File: src/rtl/circuito_exp6.sv
// Genius/Simon sequence-memory game: shows a growing LED sequence from ROM,
// then checks the player's presses round by round; 7-seg debug outputs.
// Ports: clock, reset (sync, active-high), jogar, botoes[3:0], dificuldade,
//   memoria -> ganhou, perdeu, pronto, timeout, leds[3:0], db_* debug.
// Build option: CIRCUITO_EXP6_TIMEOUT_EN enables the play-wait timeout.
module circuito_exp6 #(
  parameter int TIMEOUT_CYC = 5000,
  parameter int SHOW_ON     = 500,
  parameter int SHOW_OFF    = 250
) (
  input  logic       clock,
  input  logic       reset,
  input  logic       jogar,
  input  logic [3:0] botoes,
  input  logic       dificuldade,
  input  logic       memoria,
  output logic       ganhou,
  output logic       perdeu,
  output logic       pronto,
  output logic       timeout,
  output logic [3:0] leds,
  output logic       db_igual,
  output logic [6:0] db_contagem,
  output logic [6:0] db_memoria,
  output logic [6:0] db_estado,
  output logic [6:0] db_jogadafeita,
  output logic [6:0] db_seqCont,
  output logic       db_clock,
  output logic       db_iniciar,
  output logic       db_tem_jogada,
  output logic       db_mostra_leds
);

  localparam logic [3:0] S_INICIAL  = 4'h0;
  localparam logic [3:0] S_PREPARA  = 4'h1;
  localparam logic [3:0] S_MOSTRA   = 4'h2;
  localparam logic [3:0] S_APAGA    = 4'h3;
  localparam logic [3:0] S_ESPERA   = 4'h4;
  localparam logic [3:0] S_REGISTRA = 4'h5;
  localparam logic [3:0] S_COMPARA  = 4'h6;
  localparam logic [3:0] S_PROX_JOG = 4'h7;
  localparam logic [3:0] S_PROX_ROD = 4'h8;
  localparam logic [3:0] S_GANHOU   = 4'hA;
  localparam logic [3:0] S_PERDEU   = 4'hE;
  localparam logic [3:0] S_TIMEOUT  = 4'hF;

  localparam logic [15:0] ON_LAST  = 16'(SHOW_ON - 1);
  localparam logic [15:0] OFF_LAST = 16'(SHOW_OFF - 1);

  function automatic logic [3:0] rom_word(
    input logic sel, input logic [3:0] a);
    logic [3:0] w;
    w = 4'h0;
    if (sel) begin
      w = 4'b1000 >> a[1:0];
    end else begin
      case (a)
        4'd0, 4'd6, 4'd7, 4'd14: w = 4'h1;
        4'd1, 4'd5, 4'd8, 4'd9:  w = 4'h2;
        4'd2, 4'd4, 4'd10, 4'd11,
        4'd15:                   w = 4'h4;
        default:                 w = 4'h8;
      endcase
    end
    return w;
  endfunction

  // Active-low segments, bit 6..0 = g..a.
  function automatic logic [6:0] hex7(input logic [3:0] v);
    logic [6:0] s;
    case (v)
      4'h0: s = 7'h3F; 4'h1: s = 7'h06;
      4'h2: s = 7'h5B; 4'h3: s = 7'h4F;
      4'h4: s = 7'h66; 4'h5: s = 7'h6D;
      4'h6: s = 7'h7D; 4'h7: s = 7'h07;
      4'h8: s = 7'h7F; 4'h9: s = 7'h6F;
      4'hA: s = 7'h77; 4'hB: s = 7'h7C;
      4'hC: s = 7'h39; 4'hD: s = 7'h5E;
      4'hE: s = 7'h79; default: s = 7'h71;
    endcase
    return ~s;
  endfunction

  logic [3:0]  state_q, state_d;
  logic [3:0]  round_q, round_d;
  logic [3:0]  addr_q, addr_d;
  logic [3:0]  play_q, play_d;
  logic [15:0] tmr_q, tmr_d;
  logic        dif_q, dif_d;
  logic        mem_q, mem_d;
  logic        s1_q, s2_q, prev_q;
  logic        press;
  logic [3:0]  rom_q;
  logic [3:0]  last_round;

`ifdef CIRCUITO_EXP6_TIMEOUT_EN
  localparam logic [15:0] TO_LAST = 16'(TIMEOUT_CYC - 1);
  logic [15:0] to_q, to_d;
`else
  logic unused_timeout_cfg;
  assign unused_timeout_cfg = (TIMEOUT_CYC == 0);
`endif

  // Two-flop synchroniser then edge detect: a held button is one play.
  assign press      = s2_q & ~prev_q;
  assign rom_q      = rom_word(mem_q, addr_q);
  assign last_round = dif_q ? 4'd15 : 4'd7;

  always_comb begin
    state_d = state_q;
    round_d = round_q;
    addr_d  = addr_q;
    play_d  = play_q;
    tmr_d   = tmr_q;
    dif_d   = dif_q;
    mem_d   = mem_q;
`ifdef CIRCUITO_EXP6_TIMEOUT_EN
    to_d    = to_q;
`endif
    case (state_q)
      S_INICIAL, S_GANHOU, S_PERDEU, S_TIMEOUT: begin
        if (jogar) begin
          state_d = S_PREPARA;
          round_d = 4'd0;
          addr_d  = 4'd0;
          play_d  = 4'd0;
          dif_d   = dificuldade;
          mem_d   = memoria;
        end
      end
      S_PREPARA: begin
        tmr_d   = 16'd0;
        state_d = S_MOSTRA;
      end
      S_MOSTRA: begin
        if (tmr_q == ON_LAST) begin
          tmr_d   = 16'd0;
          state_d = S_APAGA;
        end else begin
          tmr_d = tmr_q + 16'd1;
        end
      end
      S_APAGA: begin
        if (tmr_q == OFF_LAST) begin
          tmr_d = 16'd0;
          if (addr_q < round_q) begin
            addr_d  = addr_q + 4'd1;
            state_d = S_MOSTRA;
          end else begin
            addr_d  = 4'd0;
            state_d = S_ESPERA;
`ifdef CIRCUITO_EXP6_TIMEOUT_EN
            to_d    = 16'd0;
`endif
          end
        end else begin
          tmr_d = tmr_q + 16'd1;
        end
      end
      S_ESPERA: begin
        if (press) begin
          state_d = S_REGISTRA;
`ifdef CIRCUITO_EXP6_TIMEOUT_EN
          to_d    = 16'd0;
        end else if (to_q == TO_LAST) begin
          state_d = S_TIMEOUT;
        end else begin
          to_d = to_q + 16'd1;
`endif
        end
      end
      S_REGISTRA: begin
        play_d  = botoes;
        state_d = S_COMPARA;
      end
      S_COMPARA: begin
        if (play_q != rom_q)
          state_d = S_PERDEU;
        else if (addr_q < round_q)
          state_d = S_PROX_JOG;
        else
          state_d = S_PROX_ROD;
      end
      S_PROX_JOG: begin
        addr_d  = addr_q + 4'd1;
        state_d = S_ESPERA;
`ifdef CIRCUITO_EXP6_TIMEOUT_EN
        to_d    = 16'd0;
`endif
      end
      S_PROX_ROD: begin
        if (round_q == last_round) begin
          state_d = S_GANHOU;
        end else begin
          round_d = round_q + 4'd1;
          addr_d  = 4'd0;
          tmr_d   = 16'd0;
          state_d = S_MOSTRA;
        end
      end
      default: state_d = S_INICIAL;
    endcase
  end

  always_ff @(posedge clock) begin
    if (reset) begin
      state_q <= S_INICIAL;
      round_q <= 4'd0;
      addr_q  <= 4'd0;
      play_q  <= 4'd0;
      tmr_q   <= 16'd0;
      dif_q   <= 1'b0;
      mem_q   <= 1'b0;
      s1_q    <= 1'b0;
      s2_q    <= 1'b0;
      prev_q  <= 1'b0;
`ifdef CIRCUITO_EXP6_TIMEOUT_EN
      to_q    <= 16'd0;
`endif
    end else begin
      state_q <= state_d;
      round_q <= round_d;
      addr_q  <= addr_d;
      play_q  <= play_d;
      tmr_q   <= tmr_d;
      dif_q   <= dif_d;
      mem_q   <= mem_d;
      s1_q    <= |botoes;
      s2_q    <= s1_q;
      prev_q  <= s2_q;
`ifdef CIRCUITO_EXP6_TIMEOUT_EN
      to_q    <= to_d;
`endif
    end
  end

  // Flags are decoded from the end states, so they hold until restart.
  assign ganhou  = (state_q == S_GANHOU);
  assign perdeu  = (state_q == S_PERDEU) || (state_q == S_TIMEOUT);
  assign timeout = (state_q == S_TIMEOUT);
  assign pronto  = ganhou || perdeu;

  always_comb begin
    leds = 4'h0;
    if (state_q == S_MOSTRA)
      leds = rom_q;
    else if (state_q == S_COMPARA)
      leds = play_q;
  end

  assign db_mostra_leds = (state_q == S_MOSTRA) || (state_q == S_APAGA);
  assign db_igual       = (play_q == rom_q);
  assign db_contagem    = hex7(addr_q);
  assign db_memoria     = hex7(rom_q);
  assign db_estado      = hex7(state_q);
  assign db_jogadafeita = hex7(play_q);
  assign db_seqCont     = hex7(round_q);
  assign db_clock       = clock;
  assign db_iniciar     = jogar;
  assign db_tem_jogada  = |botoes;

endmodule

File: config.mk
export PLATFORM = sky130hd
export DESIGN_NAME = circuito_exp6
export DESIGN_NICKNAME = d
export VERILOG_FILES = /design/src/rtl/circuito_exp6.sv
export SDC_FILE = /design/constraint.sdc
export NUM_CORES = 1
export LEC_CHECK = 0
export ABC_AREA = 1
export CAP_MARGIN = 20
export CORE_MARGIN = 2
export CORE_UTILIZATION = 45
export CTS_CLUSTER_DIAMETER = 100
export CTS_CLUSTER_SIZE = 40
export DETAILED_ROUTE_END_ITERATION = 10
export PLACE_DENSITY = 0.64
export SETUP_SLACK_MARGIN = 0.3
export SLEW_MARGIN = 10
export SYNTH_ARGS = -nofsm -noshare
export SYNTH_HDL_FRONTEND = slang
export SYNTH_SLANG_ARGS = --single-unit
File: constraint.sdc
create_clock -name clock -period 4.91 [get_ports clock]
set_clock_uncertainty 0.1 [all_clocks]
set_input_delay 1.2275 -clock clock [delete_from_list [all_inputs] [get_ports clock]]
set_output_delay 1.2275 -clock clock [all_outputs]
set_load 0.05 [all_outputs]
==> reports/qor.yml <==
status:
  status: "finished, final reports clean"
critical_path:
  path_delay_family: "buffers and inverters"
  crit_type: "clk -> out"
  cp.depth: 3
  r2r_cells: 17
  cp_max_fo: 2
  cp.arrival_ns: 3.09
  worst_ep_required_time_ns: 3.58
  end_kind: "primary output"
  crit_chain: "clkbuf_8 -> clkbuf_8 -> dlygate4sd2_1"
  cp-start-kind: "clock port"
  crit_buf_inv: 3
  worst_path_max_delay_cell: "dlygate4sd2_1"
  cp_common_cell: "clkbuf_8"
  cpPeakStageDelay_ns: 0.41
power:
  ir_worst_vdd_mv: 0.318
  intPower_mw: 1.49
  p_sw_frac: 0.459
  p_seq_frac: 0.244
  p_total_mw: 2.75
  power_switching_mw: 1.26
  clkPwrFrac: 0.251
  cellPowerDensity_nw_per_um2: 487
  p_leak_nw: 2.82
  p_comb_frac: 0.504
synth:
  syn_nets: 755
  yosys_warnings: 0
  syn-instance-count: 701
  synth_area_leader_cell: "dfxtp_1"
  yosysTopAreaCellShare: 0.298
  synth-edff-count: 0
  synthMuxAreaShare: 0
  synth_area_leaders: "dfxtp_1 30%, nand2_1 15%, ha_1 12%"
  avgSynthCellArea_um2: 6.62
  synth-simple-area-share: 0.346
  synth_compound_area_frac: 0.110
  seq_area_frac_synth: 0.298
  ys_ff_latch: 69
  syn_area_um2: 4640
  async_reset_ff_frac: 0
  synth_top_family_by_area: "simple AND/OR/NAND/NOR gates"
  yosys.area_share.adder: 0.121
  synth_ff_type: "dfxtp_1"
  synthDistinctLibCells: 42
  synth_xor_area_frac: 0.00566
floorplan:
  initial_utilization: 0.455
  core_um2: 10200
  boundaryPins: 57
  fp-row-count: 37
  die_h_um: 106
  die_w_um: 106
  dieArea_um2: 11100
timing:
  maxSlewViolCount: 0
  rsz0062_at_grt: "false"
  setup_viol: 0
  final-hold-violation-count: 0
  relSlewSlack: 0.377
  setup-tns-final_ns: 0
  tightest_slew_ns: 0.929
final_layout:
  fin_area_um2: 5650
  finalNetCount: 819
  final_common_cell: "nand2_1"
  final_cell_mix: "186 x nand2_1, 121 x inv_1, 69 x dfxtp_1"
  syn_to_final_growth_pct: 21.7
  nFillCells: 1027
  antenna_cells: 0
  drive_gt1_frac: 0.0805
route:
  drc_errors: 0
  routed_wl_um: 11000
  post_drt_wl_per_cell_um: 12.1
  ant_nets: 0
  drt_first_pass_iters: 5
  drtIter0Drc: 222
  num_vias: 4403
  vias_per_cell: 4.86
clock_network:
  cts_tree: "yes"
  clock_latency_ns: 0.46
  clk_pin_slew_ns: 0.07
  cts_setup_buffers: 0
  cts_hold_buf: 0
place:
  finalWeightedCongestion: 0.913
  port-buffer-count: 56
  place_area_um2: 5340
  dp_hpwl_um: 8520
global_route:
  grt-ovfl-total: 0
  grt_pass1_wl_um: 18900
  grt_max_degree: 17
  track_usage: 0.210
  antenna_found_initial: 0
  grt_pass1_vias: 4148
run:
  cap_violations: 0
hold_path:
  hp-class: "reg -> reg"
  holdPathStages: 2
power by group through the flow:
stage / logic (mW) / registers [mW] / clock network [mW]
5_1_grt: 1.54 / 0.680 / 0.738
2_1_floorplan: 1.01 / 0.674 / 0.0439
6_report: 1.39 / 0.671 / 0.691
3_5_place_dp: 1.38 / 0.685 / 0.0470
4_1_cts: 1.39 / 0.672 / 0.713
3_3_place_gp: 1.37 / 0.683 / 0.0470
worst reg2reg max path, cell delays in order, from the launching register on:
cell,delay [ns]
dfxtp_1,0.40
inv_1,0.10
ha_1,0.20
nand2_1,0.10
nand2_1,0.22
nand2_1,0.13
nand2_1,0.06
nor2_1,0.14
and2_1,0.22
nand3_1,0.10
nand3_1,0.08
nand2_1,0.11
nor2_1,0.27
inv_1,0.11
ha_1,0.28
nand3b_1,0.15
nand3_1,0.09
nand2_1,0.05
logic make-up (layout without fill, tap and decap cells):
logic type / Yosys count / after routing
and+or+nand+nor: 358 / 358
xor gates and xnor gates: 3 / 3
DFF: 69 / 69
buffers and inverters: 141 / 210
AOI/OAI and AO/OA: 85 / 85
adders and majority gates: 45 / 45
synth_stat cells (3+ instances only):
| library cell | n |
|---|---|
| nand3_1 | 63 |
| o21ai_1 | 4 |
| nor2_1 | 60 |
| clkbuf_1 | 4 |
| nor3_1 | 5 |
| inv_1 | 121 |
| nand2_2 | 12 |
| dfxtp_1 | 69 |
| o22ai_1 | 8 |
| nor4_1 | 4 |
| o21ai_0 | 34 |
| a21oi_1 | 20 |
| ha_1 | 45 |
| nor2_2 | 5 |
| nand3b_1 | 5 |
| nand3_2 | 5 |
| o211ai_1 | 6 |
| a31oi_1 | 3 |
| nand2_1 | 186 |
| inv_2 | 7 |
final cells by class:
cell class	instances	area (um2)	area share
multi-input combinational	491	2710	0.480
sequential	69	1380	0.245
timing repair buffer	58	578	0.102
inverter	132	500	0.0886
clock buffer	17	219	0.0388
tap	136	170	0.0301
clock inverter	3	90.1	0.0160
through the flow:
step / hold slack, ns / utilization / worst slack, ns / cells
6_report: 0.311 / 0.554 / 0.492 / 906
4_1_cts: 0.313 / 0.554 / 0.483 / 906
3_5_place_dp: 0.302 / 0.525 / 0.455 / 887
2_1_floorplan: 0.288 / - / 0.960 / 701
5_1_grt: 0.320 / 0.554 / 0.303 / 906
3_3_place_gp: 0.306 / 0.525 / 0.455 / 887
path summary, 6_finish.rpt:
check,start,endpoint,slack (ns)
max,clock,db_clock,0.49
min,s1_q,s2_q,0.31
max reg2reg,addr_q[1],flip-flop,1.91
min reg2reg,s1_q,s2_q,0.31
layer usage:
| layer | track usage | up-vias | share of wire | routed length, um |
|---|---|---|---|---|
| li1 | - | 2339 | - | - |
| met1 | 0.284 | 1944 | 0.49 | 5380 |
| met2 | 0.327 | 104 | 0.44 | 4880 |
| met3 | 0.0322 | 16 | 0.047 | 516 |
| met4 | 0.101 | 0 | 0.018 | 193 |
| met5 | 0 | - | 0 | 0 |
what timing repair did:
| item | CTS | global route |
|---|---|---|
| gates resized for setup | 1 | 2 |
| endpoints found under the setup margin | 1 | 2 |
| pin swaps | 0 | 0 |
No activity file was read; power rests on OpenSTA's default activity.
